### config.mk
export PLATFORM = sky130hd
export DESIGN_NAME = nand_vector_sequencer
export DESIGN_NICKNAME = d
export VERILOG_FILES = /design/src/rtl/nand_vector_sequencer.sv
export SDC_FILE = /design/constraint.sdc
export NUM_CORES = 1
export LEC_CHECK = 0
export ABC_AREA = 1
export BUFFER_PORTS_ARGS = -buffer_cell sky130_fd_sc_hd__buf_2
export CORE_MARGIN = 2
export CORE_UTILIZATION = 25
export CTS_CLUSTER_SIZE = 28
export DETAILED_ROUTE_END_ITERATION = 10
export SLEW_MARGIN = 0
export SYNTH_ARGS = -nofsm -noshare
export SYNTH_HDL_FRONTEND = slang
export SYNTH_SLANG_ARGS = --single-unit
### constraint.sdc
create_clock -name clk -period 1.37 [get_ports clk]
set_clock_uncertainty 0.2 [all_clocks]
set_input_delay 0.3425 -clock clk [delete_from_list [all_inputs] [get_ports clk]]
set_output_delay 0.3425 -clock clk [all_outputs]
set_load 0.02 [all_outputs]
### src/rtl/nand_vector_sequencer.sv
// Stimulus sequencer for the three-stage NAND chain: walks {a,b,c,d} through all
// 16 combinations, either timed (auto) or one vector per step-button edge (manual).
module nand_vector_sequencer #(
    parameter int HOLD_CYCLES = 4
) (
    input  logic       clk,
    input  logic       rst,
    input  logic       start,
    input  logic       step,
    input  logic       mode,
    input  logic       loop,
    output logic       a,
    output logic       b,
    output logic       c,
    output logic       d,
    output logic [3:0] vec_idx,
    output logic       valid,
    output logic       done
);

    typedef enum logic [1:0] {
        IDLE,
        RUN,
        DONE
    } state_t;

    localparam logic [15:0] HOLD_LAST = 16'(HOLD_CYCLES - 1);

    state_t      state;
    logic [15:0] hold_cnt;
    logic        start_q;
    logic        step_q;
    logic        mode_q;
    logic        start_edge;
    logic        step_edge;
    logic        mode_changed;
    logic        advance;

    assign start_edge   = start & ~start_q;
    assign step_edge    = step & ~step_q;
    assign mode_changed = mode ^ mode_q;

    // The cycle in which mode flips only restarts the hold count; the new
    // mode governs advancing from the following cycle onwards.
    always_comb begin
        advance = 1'b0;
        if (!mode_changed) begin
            if (mode) begin
                advance = (hold_cnt == HOLD_LAST);
            end else begin
                advance = step_edge;
            end
        end
    end

    assign {a, b, c, d} = vec_idx;

    always_ff @(posedge clk or posedge rst) begin
        if (rst) begin
            state    <= IDLE;
            vec_idx  <= 4'd0;
            valid    <= 1'b0;
            done     <= 1'b0;
            hold_cnt <= 16'd0;
            start_q  <= 1'b1;
            step_q   <= 1'b1;
            mode_q   <= 1'b0;
        end else begin
            start_q <= start;
            step_q  <= step;
            mode_q  <= mode;
            case (state)
                IDLE, DONE: begin
                    if (start_edge) begin
                        state    <= RUN;
                        vec_idx  <= 4'd0;
                        hold_cnt <= 16'd0;
                        valid    <= 1'b1;
                        done     <= 1'b0;
                    end
                end
                RUN: begin
                    if (mode_changed) begin
                        hold_cnt <= 16'd0;
                    end else if (advance) begin
                        hold_cnt <= 16'd0;
                        if (vec_idx != 4'd15) begin
                            vec_idx <= vec_idx + 4'd1;
                        end else if (loop) begin
                            vec_idx <= 4'd0;
                        end else begin
                            // Last vector stays on the pins while DONE is shown.
                            state <= DONE;
                            valid <= 1'b0;
                            done  <= 1'b1;
                        end
                    end else if (mode) begin
                        hold_cnt <= hold_cnt + 16'd1;
                    end else begin
                        hold_cnt <= 16'd0;
                    end
                end
                default: begin
                    state    <= IDLE;
                    vec_idx  <= 4'd0;
                    valid    <= 1'b0;
                    done     <= 1'b0;
                    hold_cnt <= 16'd0;
                end
            endcase
        end
    end

endmodule

# Yosys cells after proc, flatten, opt, wreduce, memory -nomap -nowiden
# Cells that the tools add are included.
# word_totals
rom_bits	0
latch_bits	0
mem_count	0
elab_cells	60
ramBits	0
regBits	27
# classes
div	0
order_cmp	0
shifts	0
n_bitwise	5
n_reduce_logical	4
n_eq_ne	10
addsub	2
mux	31
multipliers	0
# op_table
cell	n
$mux 16	4
$pmux 16 s2	1
$mux 4	5
$add 16x1->16 const B	1
$eq 16x2->1 const B	1
$mux 1	12
$mux 2	5
$ne 2x2->1 const B	5
$pmux 4 s2	1
$reduce_and 5->1	1
$add 4x1->4 const B	1
$ne 4x4->1 const B	1
$pmux 1 s2	2
$pmux 2 s2	1
$reduce_and 4->1	1
$ne 3x3->1 const B	1
$and 1x1->1	2
$eq 2x1->1 const B	1
$eq 2x2->1 const B	1
$logic_not 2->1	1
$not 1->1	2
$reduce_or 2->1	1
$xor 1x1->1	1

# Depth between registers and ports, before layout
# depth
word_depth	7
depth_mapped	10
mapped_depth_nobuf	10

# Least setup slack after synthesis
# Ideal clock, no wire load.
# synth_timing
kind	reg2reg
start	register vec_idx[0]
end	register vec_idx[2]
setup_ns	0.076
setup_slack_ns	-0.254
path_buffers	0
path_stages_with_launch	8
period_less_slack_ns	1.624
t_arrival_ns	1.348
path_cell_list	dfrtp_1 ha_1 nand3_1 nor3_1 nor2_1 nand2_2 nand2_1 o21ai_1
# synth_via
elab_chain_len	5
word_cells_on_any_way	8
classes_between	add/sub: 1; eq/ne: 2; mux: 4; reduce/logical: 1
# synth_rtl
element	line_no	text
from (decl)	16	output logic [3:0] vec_idx,
from (signal assigned)	88	vec_idx <= vec_idx + 4'd1;
$add 4x1->4 / $ne 4x4->1 (equally long branches)	88, 87	
$mux 4	87	if (vec_idx != 4'd15) begin
$mux 4	85	end else if (advance) begin
$mux 4	83	if (mode_changed) begin
$pmux 4 s2	72	case (state)
# Parallel ways exist; a longest one is shown, timed or not. The select of a mux whose other input is x is not followed.
# A chain may end at the register's enable or synchronous reset.

# Worst setup path after layout
# layout_timing
start	register hold_cnt[0]
end	register hold_cnt[14]
# layout_via
elab_chain_len	6
word_cells_on_any_way	8
classes_between	add/sub: 1; eq/ne: 1; mux: 6
# layout_rtl
element	line_no	text
from (decl)	30	logic [15:0] hold_cnt;
from (signal assigned)	98	hold_cnt <= hold_cnt + 16'd1;
parallel branches: the longest is 3 deep, another holds $add 16x1->16	n/a	
$mux 16 (*)	85	
$mux 16 (*)	83	
$pmux 16 s2 (*)	72	
# Every way passes the cells marked *.

==> reports/summary.log <==
INFO  die            floorplan.rows=28
INFO  pwr            switching_share=32.3%
INFO  global_routing grt-ovfl-total=0
INFO  worst_setup_path crit_path_max_incr_delay=0.43ns
INFO  finish         num-fill-cells=562
INFO  sta            final.min_clock_period=1.59ns
INFO  worst_setup_path timing.setup.critical_path_class=flip-flop to flip-flop
INFO  pwr            power_frac_comb=38.5%
INFO  finish         stdcell_area=0.00237sqmm
INFO  global_routing grt_usage=13.5%
INFO  placed_design  hpwl=2800um
INFO  drt            drt-vias-per-instance=4.41
INFO  sta            fin_setup_tns=-4.18ns
INFO  pwr            clockPowerShare=21.2%
INFO  global_routing grt_pass1_wl=6890um
INFO  synthesis      leading_post_synthesis_cells_by_cell_area=sky130_fd_sc_hd__dfrtp_1 39%, sky130_fd_sc_hd__nand2_1 12%, sky130_fd_sc_hd__nor2_1 8.8%
INFO  die            floorplan.die.width=81.1um
INFO  sta            final_period_util=116%
INFO  clock_tree     h_tree_depth_reported_by_cts=1
INFO  finish         final_net_count=276
INFO  sta            max_freq=0.631GHz
INFO  drt            finalWirelength=4070um
INFO  worst_setup_path arrival=1.59ns
INFO  drt            drtIter0Drc=47
INFO  clock_tree     clock-root-buffer=sky130_fd_sc_hd__clkbuf_8
INFO  global_routing antenna_found_initial=0
INFO  placed_design  placedInstanceArea=0.00199sqmm
INFO  drt            remaining_drc_errors=0
INFO  die            floorplan.die_area=0.00658sqmm
INFO  synthesis      ys_ff_latch=25
INFO  clock_tree     tritoncts=done
INFO  worst_setup_path worst_path_dominant_cell_family=simple AND/OR/NAND/NOR gates
INFO  clock_tree     cts_num_sinks=25
INFO  synthesis      syn-num-nets=211
INFO  synthesis      yosysUniqueCellTypes=27
INFO  sta            tightest_slew_margin_relative_to_the_limit=78.0%
INFO  pwr            power.density_cell_area=901mW/mm^2
INFO  global_routing largest_net_degree_at_the_start_of_global_routing=26
INFO  pwr            internal_power=1.44mW
INFO  pwr            ir_worst_vdd=1040uV
INFO  clock_tree     clkLatencyLatePin=0.28ns
INFO  synthesis      ys_warn_count=0
INFO  drt            drt-wirelength-per-cell=11.9um
INFO  worst_setup_path cp_slowest_cell=sky130_fd_sc_hd__dfrtp_1
INFO  pwr            leakage_power_summed_over_all_cells=1.08nW
INFO  hold_path      worst_hold_path_type=input pin to flip-flop
INFO  synthesis      synth.yosys.seq_area_share=42.2%
INFO  die            initial_core_util=25.4%
INFO  pwr            power.net_switching=0.690mW
INFO  global_routing vias_in_the_first_global_route=1516
INFO  sta            setup_violations_final=32
INFO  clock_tree     numCtsBuffers=3
INFO  worst_setup_path timing.critical_path.fanout_max=4
INFO  worst_setup_path critical_path.n_buffers_inverters=1
INFO  placed_design  routabilityCongestion=0.857
INFO  sta            rsz0062_at_grt=yes
INFO  synthesis      post-synth-top-area-fraction=38.7%
INFO  job            max_cap_viol_count=0
INFO  sta            report.final.hold_viol_count=0
INFO  finish         synthToLayoutAreaGrowth=59.2%
INFO  die            coreArea=0.00585sqmm
INFO  finish         antenna_cells_inserted=0
INFO  drt            vias=1509
INFO  run_status     failed_checks=setup timing
INFO  sta            setup_slack=-0.216ns
INFO  pwr            seq_power_share=40.3%
INFO  die            die_height=81.1um
INFO  synthesis      netlist_area_before_placement=0.00149sqmm
INFO  placed_design  placement.io_buffers=15
INFO  sta            slew_violations=0
INFO  run_status     outcome=complete, but fails checks
INFO  sta            worstMarginPinSlew=0.327ns
INFO  drt            number_of_optimization_iterations_in_the_first_detailed_route_pass=4
INFO  finish         most-common-layout-cells=39 x sky130_fd_sc_hd__buf_4, 38 x sky130_fd_sc_hd__nand2_1, 26 x sky130_fd_sc_hd__nor2_1
INFO  finish         most_common_cell_after_layout_fill_and_taps_aside=sky130_fd_sc_hd__buf_4
INFO  synthesis      synth.largest_area_cell=sky130_fd_sc_hd__dfrtp_1
INFO  worst_setup_path timing.critical_path.required=1.38ns
INFO  drt            final_antenna_net_count=0
INFO  worst_setup_path startpoint_class_of_the_critical_path=flip-flop
INFO  die            ios=16
INFO  worst_setup_path worstSetupEndpointType=flip-flop
INFO  clock_tree     clkSlewWorstSetupHoldPaths=0.09ns
INFO  clock_tree     clock_tree.buffer_depth=2
INFO  finish         drive_gt1_share=47.6%
INFO  synthesis      post_synth_inst_count=203
INFO  worst_setup_path cell_chain_of_the_critical_path=ha_4 > nand2_4 > nor2_4 > nand3_4 > inv_4 > nand3_2 > nand2_2 > o21ai_2 > nor2_1
INFO  sta            timing.hold.ws=0.00914ns
INFO  synthesis      syn_area_per_cell=7.33squm
-- metrics by stage --
stage | worst slack (ns) | utilization [%] | cells | total power [mW]
after global placement | -0.204 | 34.0 | 325 | 1.38
after detailed placement | -0.196 | 34.0 | 325 | 1.39
after floorplan | -0.0544 | - | 203 | 1.26
after CTS | -0.190 | 39.2 | 339 | 2.12
final | -0.216 | 40.5 | 342 | 2.13
after global routing | -0.302 | 40.5 | 342 | 2.25
-- worst register-to-register path: stages (launching register included) --
cell	delay, ns
sky130_fd_sc_hd__dfrtp_1	0.43
sky130_fd_sc_hd__ha_4	0.19
sky130_fd_sc_hd__nand2_4	0.06
sky130_fd_sc_hd__nor2_4	0.12
sky130_fd_sc_hd__nand3_4	0.10
sky130_fd_sc_hd__inv_4	0.09
sky130_fd_sc_hd__nand3_2	0.07
sky130_fd_sc_hd__nand2_2	0.09
sky130_fd_sc_hd__o21ai_2	0.05
sky130_fd_sc_hd__nor2_1	0.10
-- cells by family after synthesis --
group | after synthesis | share of synthesized area, %
AO/OA/AOI/OAI | 14 | 5.05
XOR/XNOR | 5 | 2.94
adder cells (fa/ha/maj) | 2 | 1.68
buffers and inverters | 31 | 8.91
flip-flops | 25 | 42.2
AND/OR/NAND/NOR | 126 | 39.2
-- layer usage --
metal | vias up | wire, um | GRT usage, %
met3 | 5 | 54 | 0.444
li1 | 770 | - | -
met2 | 18 | 2090 | 23.8
met1 | 716 | 1860 | 17.5
met5 | - | 0 | 0
met4 | 0 | 68 | 5.42
-- cell usage after synthesis --
cell / instances
sky130_fd_sc_hd__a21oi_1: 3
sky130_fd_sc_hd__buf_2: 1
sky130_fd_sc_hd__buf_4: 4
sky130_fd_sc_hd__clkinv_1: 1
sky130_fd_sc_hd__dfrtp_1: 23
sky130_fd_sc_hd__dfstp_2: 2
sky130_fd_sc_hd__ha_1: 2
sky130_fd_sc_hd__inv_1: 23
sky130_fd_sc_hd__inv_2: 2
sky130_fd_sc_hd__nand2_1: 48
sky130_fd_sc_hd__nand2_2: 7
sky130_fd_sc_hd__nand3_1: 16
sky130_fd_sc_hd__nand3_2: 2
sky130_fd_sc_hd__nand3b_1: 1
sky130_fd_sc_hd__nand4_1: 6
sky130_fd_sc_hd__nor2_1: 35
sky130_fd_sc_hd__nor2_2: 2
sky130_fd_sc_hd__nor2_4: 3
sky130_fd_sc_hd__nor3_1: 4
sky130_fd_sc_hd__nor3_2: 1
sky130_fd_sc_hd__o21ai_0: 3
sky130_fd_sc_hd__o21ai_1: 6
sky130_fd_sc_hd__o221ai_1: 1
sky130_fd_sc_hd__o22ai_1: 1
sky130_fd_sc_hd__or2_2: 1
sky130_fd_sc_hd__xnor2_1: 1
sky130_fd_sc_hd__xor2_1: 4
-- layout make-up --
| type | count | area (sq um) | area share (%) |
|---|---|---|---|
| multi-input combinational | 147 | 913 | 38.6 |
| clock inverter | 1 | 5.00 | 0.211 |
| clock buffer | 3 | 41.3 | 1.74 |
| timing repair buffer | 65 | 568 | 24.0 |
| inverter | 26 | 110 | 4.65 |
| sequential | 25 | 637 | 26.9 |
| tap | 75 | 93.8 | 3.96 |
-- power groups by stage --
stage	Clock [mW]	Sequential [mW]	Combinational [mW]
6_report	0.452	0.859	0.821
5_1_grt	0.499	0.868	0.882
4_1_cts	0.462	0.853	0.803
3_5_place_dp	0	0.892	0.500
3_3_place_gp	0	0.889	0.488
2_1_floorplan	0	0.957	0.302
-- sequential cells by signal, summed over array words and instances, names as in the netlist --
register / flops
mode_q: 1
state: 1
hold_cnt: 16
vec_idx: 4
start_q: 1
step_q: 1
done: 1
-- timing repair --
action / 4_1_cts / 5_1_grt
buffers inserted: 7 / 3
pin swaps: 9 / 9
endpoints found under the setup margin: 32 / 32
hold buffers: 3 / 0
hold endpoints to repair: 25 / 0
resized for setup: 55 / 16
-- worst paths after layout --
kind                                   start  cells after the start      endpoint  slack, ns
worst max-delay path             hold_cnt[0]                      9  hold_cnt[14]      -0.22
worst min-delay path                    mode                      1        mode_q      0.009
worst max register to register   hold_cnt[0]                      9  hold_cnt[14]      -0.22
worst min register to register  hold_cnt[15]                      3  hold_cnt[15]       0.43
max in group asynchronous                rst                      4        step_q       0.32
min in group asynchronous                rst                      4    vec_idx[3]       0.43
Power figures use the tool's default switching activity.
